**config.mk**
```make
export PLATFORM = sky130hd
export DESIGN_NAME = alu_mul_sequencer
export DESIGN_NICKNAME = d
export VERILOG_FILES = /design/src/rtl/alu_mul_sequencer.sv
export SDC_FILE = /design/constraint.sdc
export NUM_CORES = 1
export LEC_CHECK = 0
export BUFFER_PORTS_ARGS = -buffer_cell sky130_fd_sc_hd__buf_2
export CORE_ASPECT_RATIO = 0.7
export CORE_MARGIN = 2
export CORE_UTILIZATION = 45
export DETAILED_ROUTE_END_ITERATION = 10
export PLACE_DENSITY = 0.8
export SLEW_MARGIN = 15
export SYNTH_ARGS = -nofsm -noshare
export SYNTH_HDL_FRONTEND = slang
export SYNTH_SLANG_ARGS = --single-unit
```
**constraint.sdc**
```tcl
create_clock -name Clock -period 1.75 [get_ports Clock]
set_input_delay 0.2625 -clock Clock [delete_from_list [all_inputs] [get_ports Clock]]
set_output_delay 0.2625 -clock Clock [all_outputs]
set_load 0.02 [all_outputs]
```
**src/rtl/alu_mul_sequencer.sv**
```systemverilog
// alu_mul_sequencer
// Multi-cycle shift-and-add unsigned multiplier controller that sits directly
// upstream of the 16-bit ALU. While running it drives the ALU's A/B/FunSel/WF
// inputs and reads ALUOut back combinationally in the same cycle. It contains
// no multiplier or adder of its own: every add (FunSel 5'h14) and every left
// shift (FunSel 5'h1B) goes through the ALU. The product is WIDTH x WIDTH ->
// 2*WIDTH bits, and the latency is fixed at 2*WIDTH+1 cycles.
//
// Optional feature macro: ALU_MUL_FLAGS_EN
//   defined   : AluWF is raised during the final ADD cycle only, so the ALU
//               latches Z/N/C/O for the last 16-bit add (Z=1 iff Product==0).
//   undefined : AluWF stays 0 and the ALU flags are never touched.
//
// Ports
//   Clock      in   1      system clock, rising edge
//   Reset      in   1      synchronous, active-high reset
//   Start      in   1      request, sampled only while idle
//   OpA        in   WIDTH  multiplicand, captured on an accepted Start
//   OpB        in   WIDTH  multiplier, captured on an accepted Start
//   Busy       out  1      high whenever the sequencer is not idle
//   Done       out  1      one-cycle pulse, Product valid
//   Product    out  16     result register (upper bits zero when WIDTH<8)
//   AluA       out  16     to ALU A
//   AluB       out  16     to ALU B
//   AluFunSel  out  5      to ALU FunSel
//   AluWF      out  1      to ALU WF (flag write enable)
//   AluOut     in   16     from ALU ALUOut, combinational in the same cycle
module alu_mul_sequencer #(
  parameter int WIDTH = 8
) (
  input  logic             Clock,
  input  logic             Reset,
  input  logic             Start,
  input  logic [WIDTH-1:0] OpA,
  input  logic [WIDTH-1:0] OpB,
  output logic             Busy,
  output logic             Done,
  output logic [15:0]      Product,
  output logic [15:0]      AluA,
  output logic [15:0]      AluB,
  output logic [4:0]       AluFunSel,
  output logic             AluWF,
  input  logic [15:0]      AluOut
);

  localparam int CW = $clog2(WIDTH) + 1;
  localparam logic [CW-1:0] LAST = CW'(WIDTH - 1);

  localparam logic [4:0] FUN_IDLE  = 5'h10;
  localparam logic [4:0] FUN_ADD   = 5'h14;
  localparam logic [4:0] FUN_SHIFT = 5'h1B;

  typedef enum logic [1:0] {IDLE, ADD, SHIFT, DONE} stateType;

  stateType state;
  logic [15:0] m;
  logic [WIDTH-1:0] q;
  logic [15:0] p;
  logic [CW-1:0] cnt;

  // Sequencer: each multiplier bit takes an ADD cycle (accumulate M or 0 so
  // the latency never depends on the data) followed by a SHIFT cycle that
  // doubles M through the ALU and consumes the bit. Busy and Done are
  // registered together with the state so they change cleanly at the edge.
  always_ff @(posedge Clock) begin
    if (Reset) begin
      state <= IDLE;
      m     <= '0;
      q     <= '0;
      p     <= '0;
      cnt   <= '0;
      Busy  <= 1'b0;
      Done  <= 1'b0;
    end else begin
      Done <= 1'b0;
      case (state)
        IDLE: begin
          if (Start) begin
            m     <= 16'(OpA);
            q     <= OpB;
            p     <= '0;
            cnt   <= '0;
            state <= ADD;
            Busy  <= 1'b1;
          end else begin
            Busy <= 1'b0;
          end
        end
        ADD: begin
          p     <= AluOut;
          state <= SHIFT;
        end
        SHIFT: begin
          m   <= AluOut;
          q   <= q >> 1;
          cnt <= cnt + 1'b1;
          if (cnt == LAST) begin
            state <= DONE;
            Done  <= 1'b1;
          end else begin
            state <= ADD;
          end
        end
        DONE: begin
          state <= IDLE;
          Busy  <= 1'b0;
        end
        default: begin
          state <= IDLE;
          Busy  <= 1'b0;
        end
      endcase
    end
  end

  assign Product = p;

  // ALU-facing signals are a pure decode of the registered state, so the
  // ALU sees stable operands for the whole cycle and AluOut can be captured
  // at the next edge without a feedback loop.
  always_comb begin
    AluA      = '0;
    AluB      = '0;
    AluFunSel = FUN_IDLE;
    AluWF     = 1'b0;
    case (state)
      ADD: begin
        AluA      = p;
        AluB      = q[0] ? m : 16'h0000;
        AluFunSel = FUN_ADD;
`ifdef ALU_MUL_FLAGS_EN
        // Only the final add leaves the flags describing the full product.
        AluWF     = (cnt == LAST);
`else
        AluWF     = 1'b0;
`endif
      end
      SHIFT: begin
        AluA      = m;
        AluB      = '0;
        AluFunSel = FUN_SHIFT;
      end
      default: begin
        AluA      = '0;
        AluB      = '0;
        AluFunSel = FUN_IDLE;
      end
    endcase
  end

endmodule
```
==> flow_metrics.env, run 1 <==
export IMPL_worst_slack_ps=-128
export IMPL_route_detailed_drc=0
export IMPL_synthSimpleGateAreaFrac_pct=19.9
export IMPL_dp_hpwl_um=4470
export IMPL_crit_path_end_kind="output port"
export IMPL_setup_viol=33
export IMPL_core_area_sq_um=5290
export IMPL_synthAdderAreaFrac_pct=3.52
export IMPL_grt_pass1_vias=2499
export IMPL_hold_class="primary input to flip-flop"
export IMPL_synth_top_family_by_area="compound AO/OA/AOI/OAI gates"
export IMPL_grt_max_degree=39
export IMPL_syn_inst=272
export IMPL_syn_nets=314
export IMPL_slew_violations=0
export IMPL_critPathMaxFanout=5
export IMPL_drt_iter0_drc=143
export IMPL_drt_wl_total_um=8860
export IMPL_clk_pin_slew_ps=90
export IMPL_die_width_um=92.9
export IMPL_drtAntennaViolNets=0
export IMPL_ys_seq_area_share_pct=38.6
export IMPL_fin_crit_sh_pct=107
export IMPL_synth_largest_area_cell="dfxtp_1"
export IMPL_drive_gt1_share_pct=55.4
export IMPL_final_common_cell="buf_2"
export IMPL_cts_hold_buf=0
export IMPL_areaGrowthSynthToFinish_pct=60.0
export IMPL_syn_area_sq_um=2490
export IMPL_gp_congestion=0.882
export IMPL_drv_cap=0
export IMPL_vias_per_cell=5.84
export IMPL_cp_required_ps=1490
export IMPL_tightest_slew_ps=573
export IMPL_clk_path_buf_depth=2
export IMPL_track_usage_pct=26.6
export IMPL_fillers=357
export IMPL_dr_pass1_iters=4
export IMPL_worstSetupPathType="flip-flop to output port"
export IMPL_finalInstanceArea_sq_um=3980
export IMPL_rows=22
export IMPL_nNetsFinal=420
export IMPL_power_density_nw_per_um2=944
export IMPL_vias=2636
export IMPL_gr_total_overflow=0
export IMPL_antenna_found_initial=0
export IMPL_arrival_ps=1620
export IMPL_io_pins=91
export IMPL_io_buffers=88
export IMPL_clkLatencyLatePin_ps=320
export IMPL_rsz0062_at_grt="yes"
export IMPL_ys_top_cells_by_area="dfxtp_1, a211oi_2, mux2i_1"
export IMPL_synthXorXnorAreaFrac_pct=0
export IMPL_fp_dieH_um=66.2
export IMPL_yosys_cell_types_count=32
export IMPL_fin_skew_ps=13.3
export IMPL_synth_mux_area_share_pct=7.60
export IMPL_p_leak_nw=1.60
export IMPL_cts_tree="built"
export IMPL_start_kind="flip-flop"
export IMPL_post_route_min_period_ps=1880
export IMPL_yosys_area_top_type_share_pct=38.6
export IMPL_postSynthAreaPerCell_sq_um=9.14
export IMPL_start_util_pct=47.1
export IMPL_violations="setup timing"
export IMPL_post_dp_cell_area_sq_um=3030
export IMPL_status="complete, but fails checks"
export IMPL_pre_cts_ws_ps=-24.3
export IMPL_cts_made_buffers=5
export IMPL_hold_violations=0
export IMPL_ys_warn_count=0
export IMPL_slew_headroom_pct=61.0
export IMPL_cts_sinks=48
export IMPL_wl_per_cell_um=19.7
export IMPL_max_freq_mhz=533
export IMPL_synth_seq_cells=48
export IMPL_mostFrequentLayoutCells="buf_2, dfxtp_1, nor2_1, buf_6, buf_4"
export IMPL_vdd_drop_max_mv=0.597
export IMPL_dieArea_sq_um=6150
export IMPL_clockRootBuffer="clkbuf_8"
export IMPL_antennaDiodeCount=0
export IMPL_final_util_pct=75.3
export IMPL_h_tree_depth=2
export IMPL_grt_pass1_wl_um=12600
export IMPL_synth_compound_area_share_pct=22.5
-- critical path: stages, from the launching register on --
cell and delay [ps]:
dfxtp_2 340, buf_6 110, ha_4 160, buf_4 180, buf_16 150, a22oi_2 160, nor2b_2 70, buf_6 130
-- layer usage --
metal / up-vias / wire, um / GRT usage, %
met1: 1281 / 3520 / 33.1
met3: 14 / 822 / 8.55
li1: 1200 / - / -
met4: 0 / 114 / 6.62
met2: 141 / 4400 / 45.0
met5: - / 0 / 0
-- repair_timing --
item                                    CTS  global route
resized for setup                       102            23
pin swaps                                18             3
buffers inserted                         15             4
cloned                                    7             1
endpoints found under the setup margin   60            53
-- path summary, 6_finish.rpt --
kind | to | startpoint | slack [ps] | cells after the start
worst max-delay path | AluA[10] | state[0] | -130 | 7
worst min-delay path | m[14] | AluOut[14] | 210 | 3
worst max register to register | q[3] | state[0] | 30 | 8
worst min register to register | q[7] | q[7] | 480 | 2
-- state kept, by name (all words and copies together) (netlist names) --
register,flops
Product,16
m,16
q,8
cnt,4
state,2
Busy,1
Done,1
-- cell families (layout without fill, tap and decap cells) --
group / Yosys count / after routing
multiplexers: 18 / 18
adder cells (fa/ha/maj): 7 / 7
buffers and inverters: 33 / 140
flip-flops: 48 / 48
AND/OR/NAND/NOR: 98 / 98
AO/OA/AOI/OAI: 66 / 66
other: 2 / 2
-- synthesized netlist by cell type, drive strengths merged --
library cell / count
a22oi: 16
nand2: 11
mux2i: 17
o31ai: 1
or3: 1
conb: 2
clkbuf: 9
o21ba: 1
buf: 21
nand4: 1
nor3: 1
a21oi: 14
nor2: 35
nand3b: 1
a211oi: 16
nand2b: 1
dfxtp: 48
nor3b: 1
mux2: 1
inv: 3
nand4b: 2
nand3: 8
nor2b: 19
ha: 7
and3: 17
a32oi: 17
a2bb2oi: 1
-- final cells by class --
type                       instances  area (sq um)  area share [%]
tap                               72          90.1            2.26
sequential                        48           965            24.2
clock buffer                       5          68.8            1.73
multi-input combinational        191          1600            40.1
inverter                           3          13.8           0.346
timing repair buffer             129          1200            30.1
clock inverter                     3          47.5            1.19
-- through the flow --
step                      TNS, ps  hold slack [ps]  power (mW)  cells
after detailed placement     -157              455        2.32    417
final                       -1750              214        3.75    451
after CTS                    -788              224        3.55    446
after global placement          0              450        2.30    417
after floorplan                 0              414        2.03    272
after global routing        -3580              211        3.90    451
-- where the power goes --
group          internal [mW]  leakage [nW]  switching, mW  total, mW
Sequential              1.20         0.393          0.119       1.32
Clock                  0.431        0.0583          0.427      0.858
Combinational          0.790          1.15          0.782       1.57
Total                   2.43          1.60           1.33       3.75
(Power assumes the default switching activity.)
==> run 2: changes to the inputs <==
--- a/config.mk
+++ b/config.mk
@@ -5,11 +5,13 @@
 export SDC_FILE = /design/constraint.sdc
 export NUM_CORES = 1
 export LEC_CHECK = 0
-export BUFFER_PORTS_ARGS = -buffer_cell sky130_fd_sc_hd__buf_2
+export BUFFER_PORTS_ARGS = -buffer_cell sky130_fd_sc_hd__buf_4
 export CORE_ASPECT_RATIO = 0.7
 export CORE_MARGIN = 2
 export CORE_UTILIZATION = 45
 export DETAILED_ROUTE_END_ITERATION = 10
+export GPL_ROUTABILITY_DRIVEN = 0
+export GPL_TIMING_DRIVEN = 0
 export PLACE_DENSITY = 0.8
 export SLEW_MARGIN = 15
 export SYNTH_ARGS = -nofsm -noshare
==> run 2 against run 1 <==
Against the previous run:
- the run still ends with setup timing left
- global-route usage up 0.37 points
- worst hold slack better by 8.3 ps
- worst setup slack better by 39 ps
- maximum frequency up 2.1%
- sequential cell count unchanged
- first-iteration DRC count up 19%
- critical endpoint is now AluA[2]
==> flow_metrics.env, run 2 (synthesis gave the netlist of run 1 again) <==
export IMPL_status="complete, but fails checks"
export IMPL_violations="setup timing"
export IMPL_grt_pass1_wl_um=12800
export IMPL_post_route_min_period_ps=1840
export IMPL_fp_dieH_um=66.2
export IMPL_worst_slack_ps=-89.1
export IMPL_worstSetupPathType="flip-flop to output port"
export IMPL_mostFrequentLayoutCells="buf_4, dfxtp_1, nor2_1, buf_6, a32oi_1"
export IMPL_gr_total_overflow=0
export IMPL_dp_hpwl_um=5390
export IMPL_arrival_ps=1580
export IMPL_nNetsFinal=422
export IMPL_final_common_cell="buf_4"
export IMPL_r2r_slack_ps=80
export IMPL_clk_path_buf_depth=2
export IMPL_vdd_drop_max_mv=0.788
export IMPL_wl_per_cell_um=18.4
export IMPL_clk_pin_slew_ps=90
export IMPL_die_width_um=92.9
export IMPL_core_area_sq_um=5290
export IMPL_crit_path_end_kind="output port"
export IMPL_crit_slowest_cell="dfxtp_4"
export IMPL_areaGrowthSynthToFinish_pct=56.5
export IMPL_worstHoldStart="AluOut[10]"
export IMPL_antennaDiodeCount=0
export IMPL_timing_rr_end="m[2]"
export IMPL_io_buffers=87
export IMPL_clockRootBuffer="clkbuf_8"
export IMPL_power_density_nw_per_um2=922
export IMPL_cts_sinks=48
export IMPL_drt_iter0_drc=170
export IMPL_cp_required_ps=1490
export IMPL_tightest_slew_ps=770
export IMPL_grt_pass1_vias=2481
export IMPL_rsz0062_at_grt="yes"
export IMPL_rr_startpoint="state[0]"
export IMPL_io_pins=91
export IMPL_slew_violations=0
export IMPL_hold_violations=0
export IMPL_rows=22
export IMPL_critical_path_top_delay_family="buffers and inverters"
export IMPL_fin_skew_ps=5.98
export IMPL_hold_class="primary input to flip-flop"
export IMPL_vias_per_cell=5.81
export IMPL_dieArea_sq_um=6150
export IMPL_drt_wl_total_um=8310
export IMPL_route_detailed_drc=0
export IMPL_fin_crit_sh_pct=105
export IMPL_clkLatencyLatePin_ps=310
export IMPL_critPathMaxFanout=7
export IMPL_grt_max_degree=16
export IMPL_drive_gt1_share_pct=51.4
export IMPL_cts_made_buffers=5
export IMPL_cp_cell_sequence="inv_4 > ha_4 > buf_8 > clkbuf_16 > a22oi_2 > nor2b_2 > buf_6"
export IMPL_setup_viol=32
export IMPL_max_freq_mhz=544
export IMPL_drtAntennaViolNets=0
export IMPL_dr_pass1_iters=5
export IMPL_setup_tns_ps=-2020
export IMPL_max_stage_delay_ps=370
export IMPL_path_buf_inv=4
export IMPL_h_tree_depth=2
export IMPL_hold_ws_ps=222
export IMPL_cts_tree="built"
export IMPL_start_util_pct=47.1
export IMPL_start_kind="flip-flop"
export IMPL_track_usage_pct=27.0
export IMPL_slew_headroom_pct=48.7
export IMPL_reg2reg_depth=7
export IMPL_fillers=367
export IMPL_vias=2632
export IMPL_drv_cap=0
export IMPL_hold_end="m[10]"
export IMPL_cts_hold_buf=0
export IMPL_antenna_found_initial=0
export IMPL_whs_path_depth=3
export IMPL_p_leak_nw=1.56
## run 2: worst max path at each step
stage	end	startpoint	cells after the start	slack (ps)
floorplan	AluA[8]	state[0]	6	40
detailed placement	AluA[8]	state[1]	5	-240
finish	AluA[2]	state[0]	7	-90
global placement	AluA[8]	state[1]	5	-220
global route	AluA[7]	state[0]	7	-150
CTS	AluB[6]	state[0]	6	-70
## run 2: worst register-to-register path, cell delays in order, from the launching register on
cell and delay [ps]:
dfxtp_4 370, inv_4 90, ha_4 150, buf_8 140, buf_4 140, clkbuf_4 250
mux2i_1 300, a211oi_2 100
## run 2: metrics by stage
| step | setup slack [ps] | cell area (sq um) | std cells | utilization [%] | power (mW) |
|---|---|---|---|---|---|
| after floorplan | 42.6 | 2520 | 272 | - | 2.03 |
| after CTS | -67.4 | 3840 | 451 | 72.7 | 3.50 |
| after global routing | -148 | 3890 | 453 | 73.7 | 3.73 |
| after global placement | -216 | 3260 | 431 | 61.8 | 2.36 |
| after detailed placement | -237 | 3260 | 431 | 61.8 | 2.39 |
| final | -89.1 | 3890 | 453 | 73.7 | 3.59 |
## run 2: layer usage
layer	vias up	track usage [%]	wire [um]
met1	1258	37.3	3740
met5	-	0	0
li1	1200	-	-
met3	23	5.13	644
met4	0	6.99	140
met2	151	43.3	3790
## run 2: report_power, final
part           leakage [nW]  switching (mW)  total [mW]  internal [mW]
sequential            0.393           0.111        1.32           1.20
combinational          1.11           0.740        1.41          0.669
clock                0.0614           0.397       0.865          0.468
total                  1.56            1.25        3.59           2.34
## run 2: repair_timing
action                                  4_1_cts  5_1_grt
gates cloned                                  3        0
setup buffers                                 9        3
resized for setup                            84       10
pin swaps                                    15        4
endpoints found under the setup margin       59       51
## run 2: final cells by class
class                      instances  area, sq um  share of cell area, %
sequential                        48          968                   24.9
inverter                           3         16.3                  0.418
clock inverter                     2         38.8                  0.996
clock buffer                       6         82.6                   2.12
tap                               72         90.1                   2.31
multi-input combinational        191         1540                   39.5
timing repair buffer             102          893                   23.0
buffer                            29          267                   6.85
==> run 3: changes to the inputs <==
--- a/config.mk
+++ b/config.mk
@@ -12,6 +12,7 @@
 export DETAILED_ROUTE_END_ITERATION = 10
 export GPL_ROUTABILITY_DRIVEN = 0
 export GPL_TIMING_DRIVEN = 0
+export MAX_ROUTING_LAYER = met4
 export PLACE_DENSITY = 0.8
 export SLEW_MARGIN = 15
 export SYNTH_ARGS = -nofsm -noshare
==> run 3 against run 2 <==
Against the previous run:
- the flow still finishes with violations (setup timing)
- cell count is the same
- core utilization is the same
- maximum frequency is essentially flat
- critical path depth is the same
- clock power is essentially flat
- non-clock buffer count is the same
- die area is the same
- power shrank 0.18%
- global-route usage grew 0.73 points
==> flow_metrics.env, run 3 (synthesis gave the netlist of run 1 again) <==
export IMPL_status="complete, but fails checks"
export IMPL_violations="setup timing"
export IMPL_clk_pin_slew_ps=100
export IMPL_rsz0062_at_grt="yes"
export IMPL_slew_headroom_pct=46.8
export IMPL_clk_path_buf_depth=2
export IMPL_grt_max_degree=16
export IMPL_dr_pass1_iters=5
export IMPL_cts_hold_buf=0
export IMPL_startpoint="state[0]"
export IMPL_drt_wl_total_um=8270
export IMPL_arrival_ps=1570
export IMPL_endpoint="AluA[2]"
export IMPL_post_dp_cell_area_sq_um=3260
export IMPL_critical_path_top_delay_family="buffers and inverters"
export IMPL_reg2reg_depth=7
export IMPL_setup_viol=32
export IMPL_crit_path_end_kind="output port"
export IMPL_drive_gt1_share_pct=51.4
export IMPL_antenna_found_initial=0
export IMPL_max_stage_delay_ps=360
export IMPL_mostFrequentLayoutCells="buf_4, dfxtp_1, nor2_1, buf_6, a32oi_1"
export IMPL_total_power_mw=3.58
export IMPL_wl_met3_um=703
export IMPL_drtAntennaViolNets=0
export IMPL_slew_violations=0
export IMPL_met2_wirelength_um=3760
export IMPL_fp_dieH_um=66.2
export IMPL_final_common_cell="buf_4"
export IMPL_core_area_sq_um=5290
export IMPL_fin_crit_sh_pct=105
export IMPL_power_density_nw_per_um2=920
export IMPL_grt_pass1_vias=2477
export IMPL_clkLatencyLatePin_ps=310
export IMPL_vias=2591
export IMPL_max_freq_mhz=544
export IMPL_route_detailed_drc=0
export IMPL_timing_rr_end="m[2]"
export IMPL_finalInstanceArea_sq_um=3890
export IMPL_start_util_pct=47.1
export IMPL_routed_top_layer="met4"
export IMPL_post_route_min_period_ps=1840
export IMPL_track_usage_pct=27.7
export IMPL_p_sw_share_pct=34.7
export IMPL_tightest_slew_ps=799
export IMPL_crit_slowest_cell="dfxtp_4"
export IMPL_cts_made_buffers=5
export IMPL_cp_cell_sequence="inv_4 > ha_4 > buf_8 > clkbuf_16 > a22oi_2 > nor2b_2 > buf_6"
export IMPL_drv_cap=0
export IMPL_vias_per_cell=5.72
export IMPL_antennaDiodeCount=0
export IMPL_fin_skew_ps=11.0
export IMPL_dieArea_sq_um=6150
export IMPL_clkPwrFrac_pct=24.1
export IMPL_path_buf_inv=4
export IMPL_cts_sinks=48
export IMPL_worst_slack_ps=-87.3
export IMPL_fillers=367
export IMPL_worstSetupPathType="flip-flop to output port"
export IMPL_wl_per_cell_um=18.2
export IMPL_power_switching_mw=1.24
export IMPL_hold_violations=0
export IMPL_grt_pass1_wl_um=12800
export IMPL_p_leak_nw=1.56
export IMPL_clockRootBuffer="clkbuf_8"
export IMPL_io_buffers=87
export IMPL_vdd_drop_max_mv=0.789
export IMPL_cp_depth=7
export IMPL_power_frac_seq_pct=36.7
export IMPL_p_comb_share_pct=39.2
export IMPL_critPathMaxFanout=7
export IMPL_r2r_slack_ps=80
export IMPL_areaGrowthSynthToFinish_pct=56.5
export IMPL_dp_hpwl_um=5390
export IMPL_nNetsFinal=422
export IMPL_hold_class="primary input to flip-flop"
export IMPL_wl_met1_um=3650
export IMPL_cp_required_ps=1490
export IMPL_h_tree_depth=2
export IMPL_gr_total_overflow=0
export IMPL_rows=22
export IMPL_pre_cts_ws_ps=-237
export IMPL_die_width_um=92.9
export IMPL_cts_tree="built"
export IMPL_start_kind="flip-flop"
export IMPL_intPower_mw=2.34
export IMPL_io_pins=91
export IMPL_drt_iter0_drc=199
export IMPL_rr_startpoint="state[0]"
[run 3: per-layer routing]
metal / GRT usage (%) / vias up
met5: - / -
met4: 6.99 / 0
met3: 4.79 / 20
met2: 43.1 / 140
met1: 37.7 / 1232
li1: - / 1199
[run 3: how the worst min path moves through the flow]
stage          slack (ps)    endpoint  cells past startpoint  startpoint
6_report              220       m[10]                      3  AluOut[10]
2_1_floorplan         410       m[10]                      2  AluOut[10]
5_1_grt               220       m[10]                      3  AluOut[10]
3_3_place_gp          450       m[13]                      2       m[13]
3_5_place_dp          460       m[15]                      2       m[15]
4_1_cts               220  Product[7]                      3   AluOut[7]
[run 3: area by class of cell]
cell class	count	area (sq um)	area share [%]
plain buffers	29	267	6.85
clock buffers	6	82.6	2.12
clock inverters	2	38.8	0.996
inverters	3	16.3	0.418
multi-input cells	191	1540	39.5
flip-flops and latches	48	968	24.9
well taps	72	90.1	2.31
repair buffers	102	893	23.0
[run 3: what timing repair did]
action,4_1_cts,5_1_grt
cloned,3,0
pin swaps,15,4
gates resized for setup,84,10
setup endpoints to repair,59,51
buffers inserted,9,3
[run 3: worst register-to-register path: cells and delay by family, from the launching register on]
| family | cells | cell delay [ps] |
|---|---|---|
| mux | 1 | 300 |
| compound gates | 1 | 100 |
| fa+ha+maj | 1 | 150 |
| flops | 1 | 360 |
| buf+inv | 4 | 620 |
[run 3: per-stage QoR]
step	util [%]	hold WS, ps	TNS (ps)	cells
floorplan	-	414	0	272
global placement	61.8	455	-2740	431
detailed placement	61.8	461	-4100	431
CTS	72.7	217	-1660	451
global route	73.7	215	-3250	453
finish	73.7	219	-1770	453
[run 3: power groups by stage]
stage | logic [mW] | clock network [mW] | registers [mW]
2_1_floorplan | 0.698 | 0 | 1.33
3_3_place_gp | 1.05 | 0 | 1.31
3_5_place_dp | 1.07 | 0 | 1.32
4_1_cts | 1.34 | 0.862 | 1.31
5_1_grt | 1.49 | 0.918 | 1.33
6_report | 1.40 | 0.864 | 1.31
